--- src/rtl/sramlike_mem_ctrl_pkg.sv ---
// Shared encodings and helpers for the data-side (and later instruction-side)
// sram-like memory access controllers.
package mem_ctrl_pkg;

  typedef enum logic [1:0] {
    SZ_BYTE  = 2'b00,
    SZ_HALF  = 2'b01,
    SZ_WORD  = 2'b10,
    SZ_DWORD = 2'b11
  } size_e;

  typedef enum logic [2:0] {
    ST_IDLE,
    ST_ADDR,
    ST_DATA,
    ST_DONE,
    ST_DRAIN
  } state_e;

  // dword_ok is 0 on a 32-bit bus, where size 2'b11 has no meaning.
  function automatic logic is_misaligned(input logic [1:0] size,
                                         input logic [2:0] addr_lo,
                                         input logic       dword_ok);
    logic bad;
    case (size)
      SZ_BYTE: bad = 1'b0;
      SZ_HALF: bad = addr_lo[0];
      SZ_WORD: bad = |addr_lo[1:0];
      default: bad = !dword_ok || (|addr_lo);
    endcase
    return bad;
  endfunction

endpackage

--- src/rtl/sramlike_mem_ctrl_if.sv ---
// sram-like data bus between the MEM-stage controller (master) and memory (slave).
interface sramlike_mem_ctrl_if #(
  parameter int ADDR_W = 32,
  parameter int DATA_W = 32
);

  logic              data_req;
  logic              data_wr;
  logic [1:0]        data_size;
  logic [ADDR_W-1:0] data_addr;
  logic [DATA_W-1:0] data_wdata;
  logic [DATA_W-1:0] data_rdata;
  logic              data_addr_ok;
  logic              data_data_ok;

  modport master (
    output data_req, data_wr, data_size, data_addr, data_wdata,
    input  data_rdata, data_addr_ok, data_data_ok
  );

  modport slave (
    input  data_req, data_wr, data_size, data_addr, data_wdata,
    output data_rdata, data_addr_ok, data_data_ok
  );

endinterface

--- src/rtl/sramlike_mem_ctrl_load_formatter.sv ---
// Lane extraction for loads: shift the addressed bytes down, keep the access
// size, then sign- or zero-extend to the full bus width.
module load_formatter
  import mem_ctrl_pkg::*;
#(
  parameter int DATA_W = 32
) (
  input  logic [DATA_W-1:0]          rdata,
  input  logic [$clog2(DATA_W/8)-1:0] offset,
  input  logic [1:0]                 size,
  input  logic                       sign_ext,
  output logic [DATA_W-1:0]          data_out
);

  logic [DATA_W-1:0] shifted;
  logic [DATA_W-1:0] keep_mask;
  logic              fill;

  always_comb begin
    shifted = rdata >> {offset, 3'b000};
    case (size)
      SZ_BYTE: begin
        keep_mask = DATA_W'(8'hFF);
        fill      = sign_ext & shifted[7];
      end
      SZ_HALF: begin
        keep_mask = DATA_W'(16'hFFFF);
        fill      = sign_ext & shifted[15];
      end
      SZ_WORD: begin
        keep_mask = DATA_W'(32'hFFFF_FFFF);
        fill      = sign_ext & shifted[31];
      end
      default: begin
        keep_mask = '1;
        fill      = 1'b0;
      end
    endcase
    data_out = (shifted & keep_mask) | (~keep_mask & {DATA_W{fill}});
  end

endmodule

--- src/rtl/sramlike_mem_ctrl.sv ---
// MEM-stage data-side controller: turns a pipeline load/store into an
// sram-like req/addr_ok/data_ok transaction and produces the pipeline stall.
module sramlike_mem_ctrl
  import mem_ctrl_pkg::*;
#(
  parameter int ADDR_W      = 32,
  parameter int DATA_W      = 32,
  parameter bit ALIGN_CHECK = 1'b1
) (
  input  logic              clk,
  input  logic              rstn,
  input  logic              req_valid,
  input  logic              req_wr,
  input  logic [1:0]        req_size,
  input  logic              req_signed,
  input  logic [ADDR_W-1:0] req_addr,
  input  logic [DATA_W-1:0] req_wdata,
  input  logic              flush,
  output logic              stall_out,
  output logic              rsp_valid,
  output logic [DATA_W-1:0] rsp_rdata,
  output logic              addr_err,
  sramlike_mem_ctrl_if.master bus
);

  localparam int OFF_W = $clog2(DATA_W / 8);

  typedef struct packed {
    logic              wr;
    logic [1:0]        size;
    logic              sign;
    logic [ADDR_W-1:0] addr;
    logic [DATA_W-1:0] wdata;
  } req_t;

  state_e            state_q, state_d;
  req_t              req_q, req_d;
  logic [DATA_W-1:0] rdata_q, rdata_d;

  req_t              cur_req;
  logic [DATA_W-1:0] wdata_lanes;
  logic [DATA_W-1:0] load_data;
  logic [DATA_W-1:0] capture;
  logic              misaligned;
  logic              issue;
  logic              bus_active;

  assign misaligned = ALIGN_CHECK && is_misaligned(req_size, req_addr[2:0], DATA_W == 64);
  assign addr_err   = req_valid && misaligned && (state_q == ST_IDLE);
  assign issue      = (state_q == ST_IDLE) && req_valid && !misaligned && !flush;

  always_comb begin
    wdata_lanes = req_wdata;
    case (req_size)
      SZ_BYTE: wdata_lanes = {(DATA_W/8){req_wdata[7:0]}};
      SZ_HALF: wdata_lanes = {(DATA_W/16){req_wdata[15:0]}};
      SZ_WORD: wdata_lanes = {(DATA_W/32){req_wdata[31:0]}};
      default: ;
    endcase
  end

  // In the issue cycle nothing is latched yet, so the bus is fed from the live request.
  always_comb begin
    if (issue) begin
      cur_req = '{wr: req_wr, size: req_size, sign: req_signed,
                  addr: req_addr, wdata: wdata_lanes};
    end else begin
      cur_req = req_q;
    end
  end

  assign bus_active     = issue || (state_q != ST_IDLE);
  assign bus.data_req   = issue || (state_q == ST_ADDR);
  assign bus.data_wr    = bus_active ? cur_req.wr    : 1'b0;
  assign bus.data_size  = bus_active ? cur_req.size  : 2'b00;
  assign bus.data_addr  = bus_active ? cur_req.addr  : '0;
  assign bus.data_wdata = bus_active ? cur_req.wdata : '0;

  load_formatter #(.DATA_W(DATA_W)) u_load_formatter (
    .rdata    (bus.data_rdata),
    .offset   (cur_req.addr[OFF_W-1:0]),
    .size     (cur_req.size),
    .sign_ext (cur_req.sign),
    .data_out (load_data)
  );

  assign capture = cur_req.wr ? '0 : load_data;

  // NOTE: every variable gets a default before the case so no path leaves it
  // unassigned; a missing default here would infer a latch.
  always_comb begin
    state_d   = state_q;
    req_d     = req_q;
    rdata_d   = rdata_q;
    stall_out = 1'b0;
    case (state_q)
      ST_IDLE: begin
        if (issue) begin
          req_d     = cur_req;
          stall_out = 1'b1;
          if (bus.data_addr_ok && bus.data_data_ok) begin
            state_d = ST_DONE;
            rdata_d = capture;
          end else if (bus.data_addr_ok) begin
            state_d = ST_DATA;
          end else begin
            state_d = ST_ADDR;
          end
        end
      end
      ST_ADDR: begin
        stall_out = 1'b1;
        if (bus.data_addr_ok) begin
          // A response in the accept cycle completes the access; a flush then just drops it.
          if (bus.data_data_ok) begin
            state_d = flush ? ST_IDLE : ST_DONE;
            rdata_d = capture;
          end else begin
            state_d = flush ? ST_DRAIN : ST_DATA;
          end
        end else if (flush) begin
          state_d = ST_IDLE;
        end
      end
      ST_DATA: begin
        stall_out = 1'b1;
        if (bus.data_data_ok) begin
          state_d = flush ? ST_IDLE : ST_DONE;
          rdata_d = capture;
        end else if (flush) begin
          state_d = ST_DRAIN;
        end
      end
      ST_DONE: begin
        state_d = ST_IDLE;
      end
      ST_DRAIN: begin
        stall_out = req_valid;
        if (bus.data_data_ok) begin
          state_d = ST_IDLE;
        end
      end
      default: begin
        state_d = ST_IDLE;
      end
    endcase
  end

  assign rsp_valid = (state_q == ST_DONE);
  assign rsp_rdata = rsp_valid ? rdata_q : '0;

  // NOTE: state flops use non-blocking assignments so every flop samples the
  // pre-edge values; blocking here would create order-dependent simulation.
  always_ff @(posedge clk or negedge rstn) begin
    if (!rstn) begin
      state_q <= ST_IDLE;
      req_q   <= '0;
      rdata_q <= '0;
    end else begin
      state_q <= state_d;
      req_q   <= req_d;
      rdata_q <= rdata_d;
    end
  end

endmodule
--- src/flat_wrapper.sv ---
// flat-port wrapper written by rule: the top's interface ports become plain ports
module sramlike_mem_ctrl_flat import mem_ctrl_pkg::*;
#(
  parameter int ADDR_W      = 32,
  parameter int DATA_W      = 32,
  parameter bit ALIGN_CHECK = 1'b1
)
  (clk, rstn, req_valid, req_wr, req_size, req_signed, req_addr, req_wdata, flush, stall_out, rsp_valid, rsp_rdata, addr_err, bus_data_req, bus_data_wr, bus_data_size, bus_data_addr, bus_data_wdata, bus_data_rdata, bus_data_addr_ok, bus_data_data_ok);
  sramlike_mem_ctrl_if #(.ADDR_W(ADDR_W), .DATA_W(DATA_W)) bus_i ();
  input  logic clk;
  input  logic rstn;
  input  logic req_valid;
  input  logic req_wr;
  input  logic [1:0] req_size;
  input  logic req_signed;
  input  logic [ADDR_W-1:0] req_addr;
  input  logic [DATA_W-1:0] req_wdata;
  input  logic flush;
  output logic stall_out;
  output logic rsp_valid;
  output logic [DATA_W-1:0] rsp_rdata;
  output logic addr_err;
  output wire logic [$bits(bus_i.data_req)-1:0] bus_data_req;
  output wire logic [$bits(bus_i.data_wr)-1:0] bus_data_wr;
  output wire logic [$bits(bus_i.data_size)-1:0] bus_data_size;
  output wire logic [$bits(bus_i.data_addr)-1:0] bus_data_addr;
  output wire logic [$bits(bus_i.data_wdata)-1:0] bus_data_wdata;
  input wire logic [$bits(bus_i.data_rdata)-1:0] bus_data_rdata;
  input wire logic [$bits(bus_i.data_addr_ok)-1:0] bus_data_addr_ok;
  input wire logic [$bits(bus_i.data_data_ok)-1:0] bus_data_data_ok;
  assign bus_data_req = bus_i.data_req;
  assign bus_data_wr = bus_i.data_wr;
  assign bus_data_size = bus_i.data_size;
  assign bus_data_addr = bus_i.data_addr;
  assign bus_data_wdata = bus_i.data_wdata;
  assign bus_i.data_rdata = bus_data_rdata;
  assign bus_i.data_addr_ok = bus_data_addr_ok;
  assign bus_i.data_data_ok = bus_data_data_ok;
  sramlike_mem_ctrl #(.ADDR_W(ADDR_W), .DATA_W(DATA_W), .ALIGN_CHECK(ALIGN_CHECK)) u_core (.clk(clk), .rstn(rstn), .req_valid(req_valid), .req_wr(req_wr), .req_size(req_size), .req_signed(req_signed), .req_addr(req_addr), .req_wdata(req_wdata), .flush(flush), .stall_out(stall_out), .rsp_valid(rsp_valid), .rsp_rdata(rsp_rdata), .addr_err(addr_err), .bus(bus_i));
endmodule
--- config.mk ---
export PLATFORM = sky130hd
export DESIGN_NAME = sramlike_mem_ctrl_flat
export DESIGN_NICKNAME = d
export VERILOG_FILES = /design/src/rtl/sramlike_mem_ctrl_pkg.sv /design/src/rtl/sramlike_mem_ctrl_if.sv /design/src/rtl/sramlike_mem_ctrl_load_formatter.sv /design/src/rtl/sramlike_mem_ctrl.sv /design/src/flat_wrapper.sv
export SDC_FILE = /design/constraint.sdc
export NUM_CORES = 1
export LEC_CHECK = 0
export CAP_MARGIN = 20
export CORE_UTILIZATION = 50
export CTS_CLUSTER_SIZE = 16
export DETAILED_ROUTE_END_ITERATION = 8
export GPL_ROUTABILITY_DRIVEN = 0
export PLACE_DENSITY = 0.87
export SYNTH_ARGS = -nofsm -noshare
export SYNTH_HDL_FRONTEND = slang
export SYNTH_SLANG_ARGS = --single-unit
--- constraint.sdc ---
create_clock -name clk -period 5.85 [get_ports clk]
set_input_delay 0.8775 -clock clk [delete_from_list [all_inputs] [get_ports clk]]
set_output_delay 0.8775 -clock clk [all_outputs]
set_load 0.03 [all_outputs]
======== After elaboration in Yosys (flattened, before gate mapping) ========
Index checks and enable logic that the tools add are counted.
operators by class
  equal/unequal tests ..................... 14
  shift operators ......................... 1
  multiplexer cells ....................... 30
  bitwise operators ....................... 7
  reductions and logical operators ........ 20
operators by type and width
  kind                                                  count
  2-to-1 mux 32 bit                                     8
  one-hot mux 32 bit (2 select lines)                   2
  one-hot mux 32 bit (3 select lines)                   1
  2-to-1 mux 68 bit                                     1
  bitwise AND 32 bit                                    2
  NOT 32 bit                                            1
  bitwise OR 32 bit                                     1
  >> shifter 32 x 5 -> 32 bit                           1
  2-to-1 mux 3 bit                                      9
  one-hot mux 3 bit (4 select lines)                    1
  one-hot mux 1 bit (3 select lines)                    3
  AND reduction 4 bit                                   2
  equality test 3 x 2 -> 1 bit (second input constant)  2
  logical AND 1 bit                                     6
  2-to-1 mux 2 bit                                      3
  inequality test 2 bit (second input constant)         3
  inequality test 3 bit (second input constant)         2
  nonzero test 3 bit                                    2
  equality test 2 x 1 -> 1 bit (second input constant)  2
  equality test 2 bit (second input constant)           2
  logical NOT 2 bit                                     2
  OR reduction 2 bit                                    2
  bitwise AND 1 bit                                     3
  equality test 3 x 1 -> 1 bit (second input constant)  1
  7 further kinds                                       10
word-level totals
  register bits ........................... 103
  input bits .............................. 106
  output and inout bits ................... 103

======== Logic depth before layout (Yosys ltp) ========
Gate-level depths: netlist of run 1.
  word-level depth ........................ 15
  mapped depth ............................ 10
  depth with buffers taken out ............ 7

======== By module ========
Synthesis of run 1 repeated with hierarchy kept, for this count alone.
unflattened totals
  cell total of the unflattened synthesis .. 571
  area, all modules ....................... 6117.1 sq um
modules (own cells, without submodules)
  module             instances  cells each  area each (sq um)  seq. area each (sq um)
  sramlike_mem_ctrl  1          455         5238.8             2577.5
  load_formatter     1          116         878.3              0.0

======== Worst setup path before layout of run 1 ========
No wires, ideal clock.
  kind .................................... input -> output
  start point ............................. in req_size[0]
  end point ............................... out bus_data_wdata[24]
  arrival time ............................ 2.726 ns
  data required time ...................... 4.973 ns
  path slack .............................. 2.247 ns
  stages .................................. 8
  path buffers ............................ 4
  cell sequence ........................... buf_4 nor3_2 o211ai_4 buf_6 buf_2 buf_2 o31ai_1 nor2b_1
on the way
  longest elaborated chain between the ends .. 7
RTL lines
  what                                                   line                                              source
  start: declaration                                     flat_wrapper.sv:14                                input logic [1:0] req_size;
  equality test 2 bit, or another cell as far along      sramlike_mem_ctrl_pkg.sv:25                       case (size)
  one-hot mux 1 bit (3 select lines)                     sramlike_mem_ctrl_pkg.sv:25
  logical NOT 1 bit                                      sramlike_mem_ctrl.sv:50                           assign issue = (state_q == ST_IDLE) && req_valid && !misaligned && !flush;
  logical AND 1 bit (2 in a row)                         sramlike_mem_ctrl.sv:50
  2-to-1 mux 68 bit or logical OR 1 bit (tied branches)  sramlike_mem_ctrl.sv:64, sramlike_mem_ctrl.sv:72
  2-to-1 mux 32 bit (*)                                  sramlike_mem_ctrl.sv:77                           assign bus.data_wdata = bus_active ? cur_req.wdata : '0;
  end: declaration                                       flat_wrapper.sv:27                                output wire logic [$bits(bus_i.data_wdata)-1:0] bus_data_wdata;
Mark *: on every way between the ends. The rest lies on a longest branch, timed or not.

======== Final worst setup path of run 1 ========
  start point ............................. in req_size[0]
  end point ............................... out bus_data_addr[28]
on the way
  longest elaborated chain between the ends .. 7
RTL lines
  what                                                   line                                              source
  equality test 2 bit, or another cell as far along      sramlike_mem_ctrl_pkg.sv:25
  one-hot mux 1 bit (3 select lines) (*)                 sramlike_mem_ctrl_pkg.sv:25
  logical NOT 1 bit (*)                                  sramlike_mem_ctrl.sv:50
  logical AND 1 bit (*) (2 in a row)                     sramlike_mem_ctrl.sv:50
  2-to-1 mux 68 bit or logical OR 1 bit (tied branches)  sramlike_mem_ctrl.sv:64, sramlike_mem_ctrl.sv:72
  2-to-1 mux 32 bit (*)                                  sramlike_mem_ctrl.sv:76                           assign bus.data_addr = bus_active ? cur_req.addr : '0;
  end: declaration                                       flat_wrapper.sv:26                                output wire logic [$bits(bus_i.data_addr)-1:0] bus_data_addr;
Marks and branches as above.

==> flow_metrics.py, run 1 <==
metrics = {
    "global_routing": {
        "overflow": 0,
        "grt_util_met3_pct": 5.77,
        "antenna_found_initial": 0,
        "grt.total_usage_pct": 29.6,
        "grt_pass1_wl_um": 29100,
        "busiest_layer": "met2",
        "grt_pass1_vias": 5791,
        "grt_use_met1_pct": 36.4,
        "grt_start_max_net_pins": 79,
        "gr-usage-met2_pct": 50.7,
    },
    "synth": {
        "syn_area_mm2": 0.00601,
        "avgSynthCellArea_um2": 9.03,
        "synthXorXnorAreaFrac_pct": 0,
        "yosys.area_share.simple_pct": 27.5,
        "synth-adder-area-share_pct": 0,
        "syn_nets": 771,
        "synthTopCellsByArea": "dfrtp_1 (43%), nand2_1 (10%), nor2b_1 (8.5%)",
        "syn_inst": 665,
        "synth.top_cell.area_share_pct": 42.9,
        "seq_area_frac_synth_pct": 42.9,
        "synth_top_area_cell": "dfrtp_1",
        "ys_ff_latch": 103,
        "synth-warning-count": 0,
        "ys_types": 63,
        "synth-compound-area-share_pct": 18.4,
        "synth_top_family_by_area": "simple AND/OR/NAND/NOR gates",
        "synthMuxAreaShare_pct": 6.60,
    },
    "sta": {
        "worst_pin_slew_ns": 0.751,
        "tns_ns": 0,
        "setup_violations": 0,
        "slew_headroom_pct": 49.8,
        "timing.final.ws_setup_ns": 0.759,
        "final-hold-violation-count": 0,
        "hold_ws_ns": 0.420,
        "rsz0062_at_grt": "false",
        "fmax_mhz": 196,
        "period_share_pct": 87.0,
        "min_period_ns": 5.09,
        "slew_violations": 0,
        "finClkSkew_ns": 0.00808,
    },
    "cts": {
        "clock-root-buffer": "clkbuf_16",
        "clkTransAtPathRegs_ns": 0.08,
        "cts_buffer_depth": 2,
        "cts_hold_buf": 0,
        "cts-htree-levels": 3,
        "ctsResizeCount": 0,
        "cts_setup_buffers": 0,
        "cts_made_buffers": 9,
        "insertion_delay_ns": 0.35,
        "cts_tree": "built",
        "cts.sinks": 103,
    },
    "cells_and_area": {
        "drive_gt1_share_pct": 7.82,
        "final_cell_mix": "clkdlybuf4s50_1 (207), nand2_1 (167), dfrtp_1 (103)",
        "diodes": 0,
        "layout.cells.non_filler": 1000,
        "layout_commonest_cell": "clkdlybuf4s50_1",
        "fin_nets": 958,
        "area_growth_syn_to_layout_pct": 40.3,
    },
    "pwr": {
        "clockPowerShare_pct": 15.0,
        "swShare_pct": 44.0,
        "power_leakage_nw": 3.69,
        "internal-power_mw": 2.16,
        "power.total_mw": 3.86,
        "p_per_area_mw_per_mm2": 459,
        "seq_power_share_pct": 30.1,
        "switchingPower_mw": 1.70,
        "p_comb_share_pct": 54.8,
        "vdd_ir_drop_max_uv": 196,
    },
    "floorplanning": {
        "fp.dieH_um": 112,
        "core_mm2": 0.0116,
        "initial_core_util_pct": 51.9,
        "dieArea_mm2": 0.0125,
        "rows": 39,
        "io_pins": 209,
        "die_width_um": 112,
    },
    "min_path": {
        "hold_class": "input port to async pin",
    },
    "route": {
        "route.detailed.drc": 20,
        "wl_per_cell_um": 18.1,
        "via_per_inst": 5.66,
        "initialDrtViolationCount": 599,
        "vias": 5655,
        "wl_um": 18100,
        "drtAntennaViolNets": 0,
        "first_pass_iters": 8,
    },
    "worst_setup_path": {
        "path_class": "input port to output pin",
        "crit_path_end_kind": "output pin",
        "critPathArrivalTime_ns": 4.21,
        "max_stage_delay_ns": 0.80,
        "critPathBufInv": 4,
        "critPathLaunchType": "input port",
        "reg2reg_slack_ns": 2.78,
        "cpLargestDelayFamily": "buffers and inverters",
        "path_max_fanout": 22,
        "crit_slowest_cell": "clkdlybuf4s50_1",
        "crit_chain": "clkdlybuf4s50_1 -> nor3_2 -> o211a_1 -> buf_4 -> buf_4 -> nand2_1 -> nand2_1 -> nor2b_1 -> clkdlybuf4s50_1",
        "cp_data_required_time_ns": 4.97,
    },
    "placement": {
        "place_inst": 983,
        "place_ws_ns": 0.853,
        "place.port_buffers": 208,
        "dp_hpwl_um": 13100,
    },
    "run_status": {
        "status": "finished, violations left",
        "violations": "DRC",
    },
    "flow_run": {
        "maxCapViolCount": 0,
    },
}
## power groups by stage
stage	logic [mW]	registers [mW]	clock network (mW)
after CTS	2.12	1.16	0.586
final	2.12	1.16	0.581
after floorplan	1.44	1.11	0
after global routing	2.27	1.19	0.618
after detailed placement	2.11	1.17	0
after global placement	2.05	1.15	0
## sequential cells by signal (all words and copies together), names as in the netlist
signal,flops
u_core.rdata_q,32
u_core.req_q,68
u_core.state_q,3
## path summary, 6_finish.rpt
check / from / endpoint / depth (start not counted)
min reg2reg: u_core.req_q[7]$_DFFE_PN0P_ / u_core.req_q[7]$_DFFE_PN0P_ / 2
max reg2reg: u_core.state_q[1]$_DFFE_PN0P_ / u_core.rdata_q[10]$_DFFE_PN0P_ / 8
min in group clk: u_core.req_q[7]$_DFFE_PN0P_ / u_core.req_q[7]$_DFFE_PN0P_ / 2
max in group asynchronous: rstn / u_core.req_q[33]$_DFFE_PN0P_ / 3
max: req_size[0] / bus_data_addr[28] / 9
min: rstn / u_core.req_q[58]$_DFFE_PN0P_ / 1
## Yosys cell counts (all sizes together)
library cell  count
nand2b            2
a211o             1
mux2              8
a211oi           19
o31ai             9
nor3              7
o21ai            39
a31o              1
or3               2
nand3             1
nor2             26
buf              24
nor2b            82
a22oi            17
a41oi             1
o21a              2
or2b              1
o211ai           14
and2             41
o41ai             7
o22ai             1
a21oi             8
nor3b             2
a21boi            2
inv               9
o2bb2a            1
a21o              3
dfrtp           103
a32o              1
o2111ai           1
clkbuf           21
nand4             1
and3b             1
mux2i            27
nand2           168
o211a             9
nor4              2
a31oi             1
## per-stage QoR
step	utilization [%]	instance area (um^2)
after global placement	70.2	8120
final	72.8	8420
after CTS	72.6	8400
after global routing	72.8	8420
after floorplan	-	6010
after detailed placement	70.2	8120
## metal layers
metal	wire length, um	vias up
met5	0	-
met4	497	0
met3	1380	40
met2	8870	262
met1	7330	2728
li1	-	2625
## area by class of cell
cell class,instances,area [um^2]
repair buffers,221,2200
inverters,9,36.3
clock buffers,10,229
multi-input cells,508,3150
flip-flops and latches,103,2580
fillers,830,3140
well taps,143,179
clock inverters,6,51.3
## kinds of logic (layout without fill, tap and decap cells)
| kind of cell | after synthesis | after routing |
|---|---|---|
| and+or+nand+nor | 336 | 336 |
| AOI/OAI and AO/OA | 137 | 137 |
| DFF | 103 | 103 |
| buffers and inverters | 54 | 246 |
| muxes | 35 | 35 |
Note: power is estimated with default switching activity, not from simulation.
==> run 2: changes to the inputs <==
--- a/config.mk
+++ b/config.mk
@@ -6,11 +6,12 @@
 export NUM_CORES = 1
 export LEC_CHECK = 0
 export CAP_MARGIN = 20
-export CORE_UTILIZATION = 50
+export CORE_UTILIZATION = 51
+export CTS_BUF_LIST = sky130_fd_sc_hd__clkbuf_4 sky130_fd_sc_hd__clkbuf_8
 export CTS_CLUSTER_SIZE = 16
 export DETAILED_ROUTE_END_ITERATION = 8
 export GPL_ROUTABILITY_DRIVEN = 0
-export PLACE_DENSITY = 0.87
+export PLACE_DENSITY = 0.89
 export SYNTH_ARGS = -nofsm -noshare
 export SYNTH_HDL_FRONTEND = slang
 export SYNTH_SLANG_ARGS = --single-unit
==> flow_metrics.py, run 2 (same netlist as run 1, synthesis figures left out) <==
metrics = {
    "run_status": {
        "status": "finished, final reports clean",
    },
    "global_routing": {
        "grt.total_usage_pct": 28.5,
        "antenna_found_initial": 0,
        "grt_pass1_vias": 5425,
        "grt_pass1_wl_um": 27800,
        "grt_start_max_net_pins": 104,
        "overflow": 0,
    },
    "pwr": {
        "p_per_area_mw_per_mm2": 453,
        "p_comb_share_pct": 55.9,
        "swShare_pct": 44.0,
        "power_leakage_nw": 3.66,
        "internal-power_mw": 2.13,
        "vdd_ir_drop_max_uv": 309,
        "switchingPower_mw": 1.67,
        "clockPowerShare_pct": 13.6,
        "power.total_mw": 3.80,
        "seq_power_share_pct": 30.5,
    },
    "sta": {
        "slew_violations": 0,
        "final-hold-violation-count": 0,
        "period_share_pct": 82.3,
        "worst_pin_slew_ns": 0.821,
        "min_period_ns": 4.81,
        "rsz0062_at_grt": "false",
        "tns_ns": 0,
        "slew_headroom_pct": 45.3,
        "setup_violations": 0,
        "fmax_mhz": 208,
        "finClkSkew_ns": 0.0106,
    },
    "cells_and_area": {
        "top_register": "u_core.req_q",
        "reg_top3": "u_core.req_q (68), u_core.rdata_q (32), u_core.state_q (3)",
        "drive_gt1_share_pct": 7.61,
        "fin_nets": 955,
        "diodes": 0,
        "largest_reg_flops": 68,
        "postLayoutCoreUtil_pct": 73.1,
        "area_growth_syn_to_layout_pct": 39.6,
        "final_cell_mix": "clkdlybuf4s50_1 (207), nand2_1 (167), dfrtp_1 (103)",
        "layout_commonest_cell": "clkdlybuf4s50_1",
    },
    "floorplanning": {
        "die_width_um": 111,
        "core_mm2": 0.0115,
        "fp.dieH_um": 111,
        "io_pins": 209,
        "rows": 39,
        "initial_core_util_pct": 52.4,
        "dieArea_mm2": 0.0122,
    },
    "route": {
        "initialDrtViolationCount": 477,
        "route.detailed.drc": 0,
        "vias": 5549,
        "wl_um": 17200,
        "drtAntennaViolNets": 0,
        "wl_per_cell_um": 17.2,
        "via_per_inst": 5.57,
        "first_pass_iters": 5,
    },
    "worst_setup_path": {
        "crit_slowest_cell": "clkdlybuf4s50_1",
        "crit_chain": "clkdlybuf4s50_1 -> a21oi_2 -> o211ai_4 -> buf_12 -> mux2i_4 -> nor2_1 -> clkdlybuf4s50_1",
        "critPathArrivalTime_ns": 3.94,
        "max_stage_delay_ns": 0.92,
        "crit_path_end_kind": "output pin",
        "path_class": "input port to output pin",
        "cpMostUsedCell": "clkdlybuf4s50_1",
        "path_max_fanout": 103,
        "critPathLaunchType": "input port",
        "cp_data_required_time_ns": 4.97,
    },
    "cts": {
        "ctsResizeCount": 0,
        "insertion_delay_ns": 0.38,
        "cts_hold_buf": 0,
        "cts_made_buffers": 9,
        "cts.sinks": 103,
        "clkTransAtPathRegs_ns": 0.11,
        "cts_buffer_depth": 2,
        "cts_setup_buffers": 0,
        "cts_tree": "built",
        "clock-root-buffer": "clkbuf_8",
        "cts-htree-levels": 3,
    },
    "placement": {
        "dp_hpwl_um": 12700,
        "place.port_buffers": 208,
    },
    "min_path": {
        "hold_class": "input port to async pin",
    },
    "flow_run": {
        "maxCapViolCount": 0,
    },
}
[run 2: final timing paths]
kind,cells past startpoint,slack [ns],endpoint,from
max,7,1.04,bus_data_addr[1],req_size[0]
min,1,0.45,u_core.rdata_q[0]$_DFFE_PN0P_,rstn
max reg2reg,8,2.90,u_core.rdata_q[18]$_DFFE_PN0P_,u_core.state_q[1]$_DFFE_PN0P_
min reg2reg,2,0.47,u_core.req_q[43]$_DFFE_PN0P_,u_core.req_q[43]$_DFFE_PN0P_
max in group asynchronous,2,4.20,u_core.req_q[16]$_DFFE_PN0P_,rstn
min in group clk,2,0.47,u_core.req_q[43]$_DFFE_PN0P_,u_core.req_q[43]$_DFFE_PN0P_
[run 2: stage by stage]
stage / instances / setup slack (ns) / area, um^2 / hold WS (ns)
finish: 997 / 1.04 / 8380 / 0.448
global route: 997 / 0.821 / 8380 / 0.473
CTS: 996 / 1.05 / 8360 / 0.456
detailed placement: 980 / 1.06 / 8120 / 0.452
global placement: 980 / 1.14 / 8120 / 0.447
floorplan: 665 / 2.25 / 6010 / 0.434
[run 2: worst max-delay path: cells and delay by family]
| kind | cells | cell delay, ns |
|---|---|---|
| muxes | 1 | 0.49 |
| and+or+nand+nor | 1 | 0.13 |
| buffers and inverters | 3 | 1.96 |
| AOI/OAI and AO/OA | 2 | 0.46 |
[run 2: final cells by class]
type / count / area (um^2)
Clock buffer: 9 / 124
Clock inverter: 7 / 114
Fill cell: 803 / 3080
Inverter: 9 / 36.3
Multi-Input combinational cell: 508 / 3150
Sequential cell: 103 / 2580
Tap cell: 143 / 179
Timing Repair Buffer: 218 / 2200
[run 2: metal layers]
layer / share of wire [%] / wire length [um] / up-vias / track usage, %
met1: 41 / 7130 / 2617 / 36.7
met5: 0 / 0 / - / 0
li1: - / - / 2621 / -
met4: 2.9 / 491 / 0 / 11.9
met3: 7.3 / 1260 / 42 / 5.54
met2: 48 / 8310 / 269 / 47.2
[run 2: power groups by stage]
stage	clock network, mW	registers [mW]	logic [mW]
global route	0.555	1.19	2.28
global placement	0	1.15	2.06
detailed placement	0	1.16	2.12
CTS	0.525	1.15	2.12
floorplan	0	1.11	1.44
finish	0.516	1.16	2.12
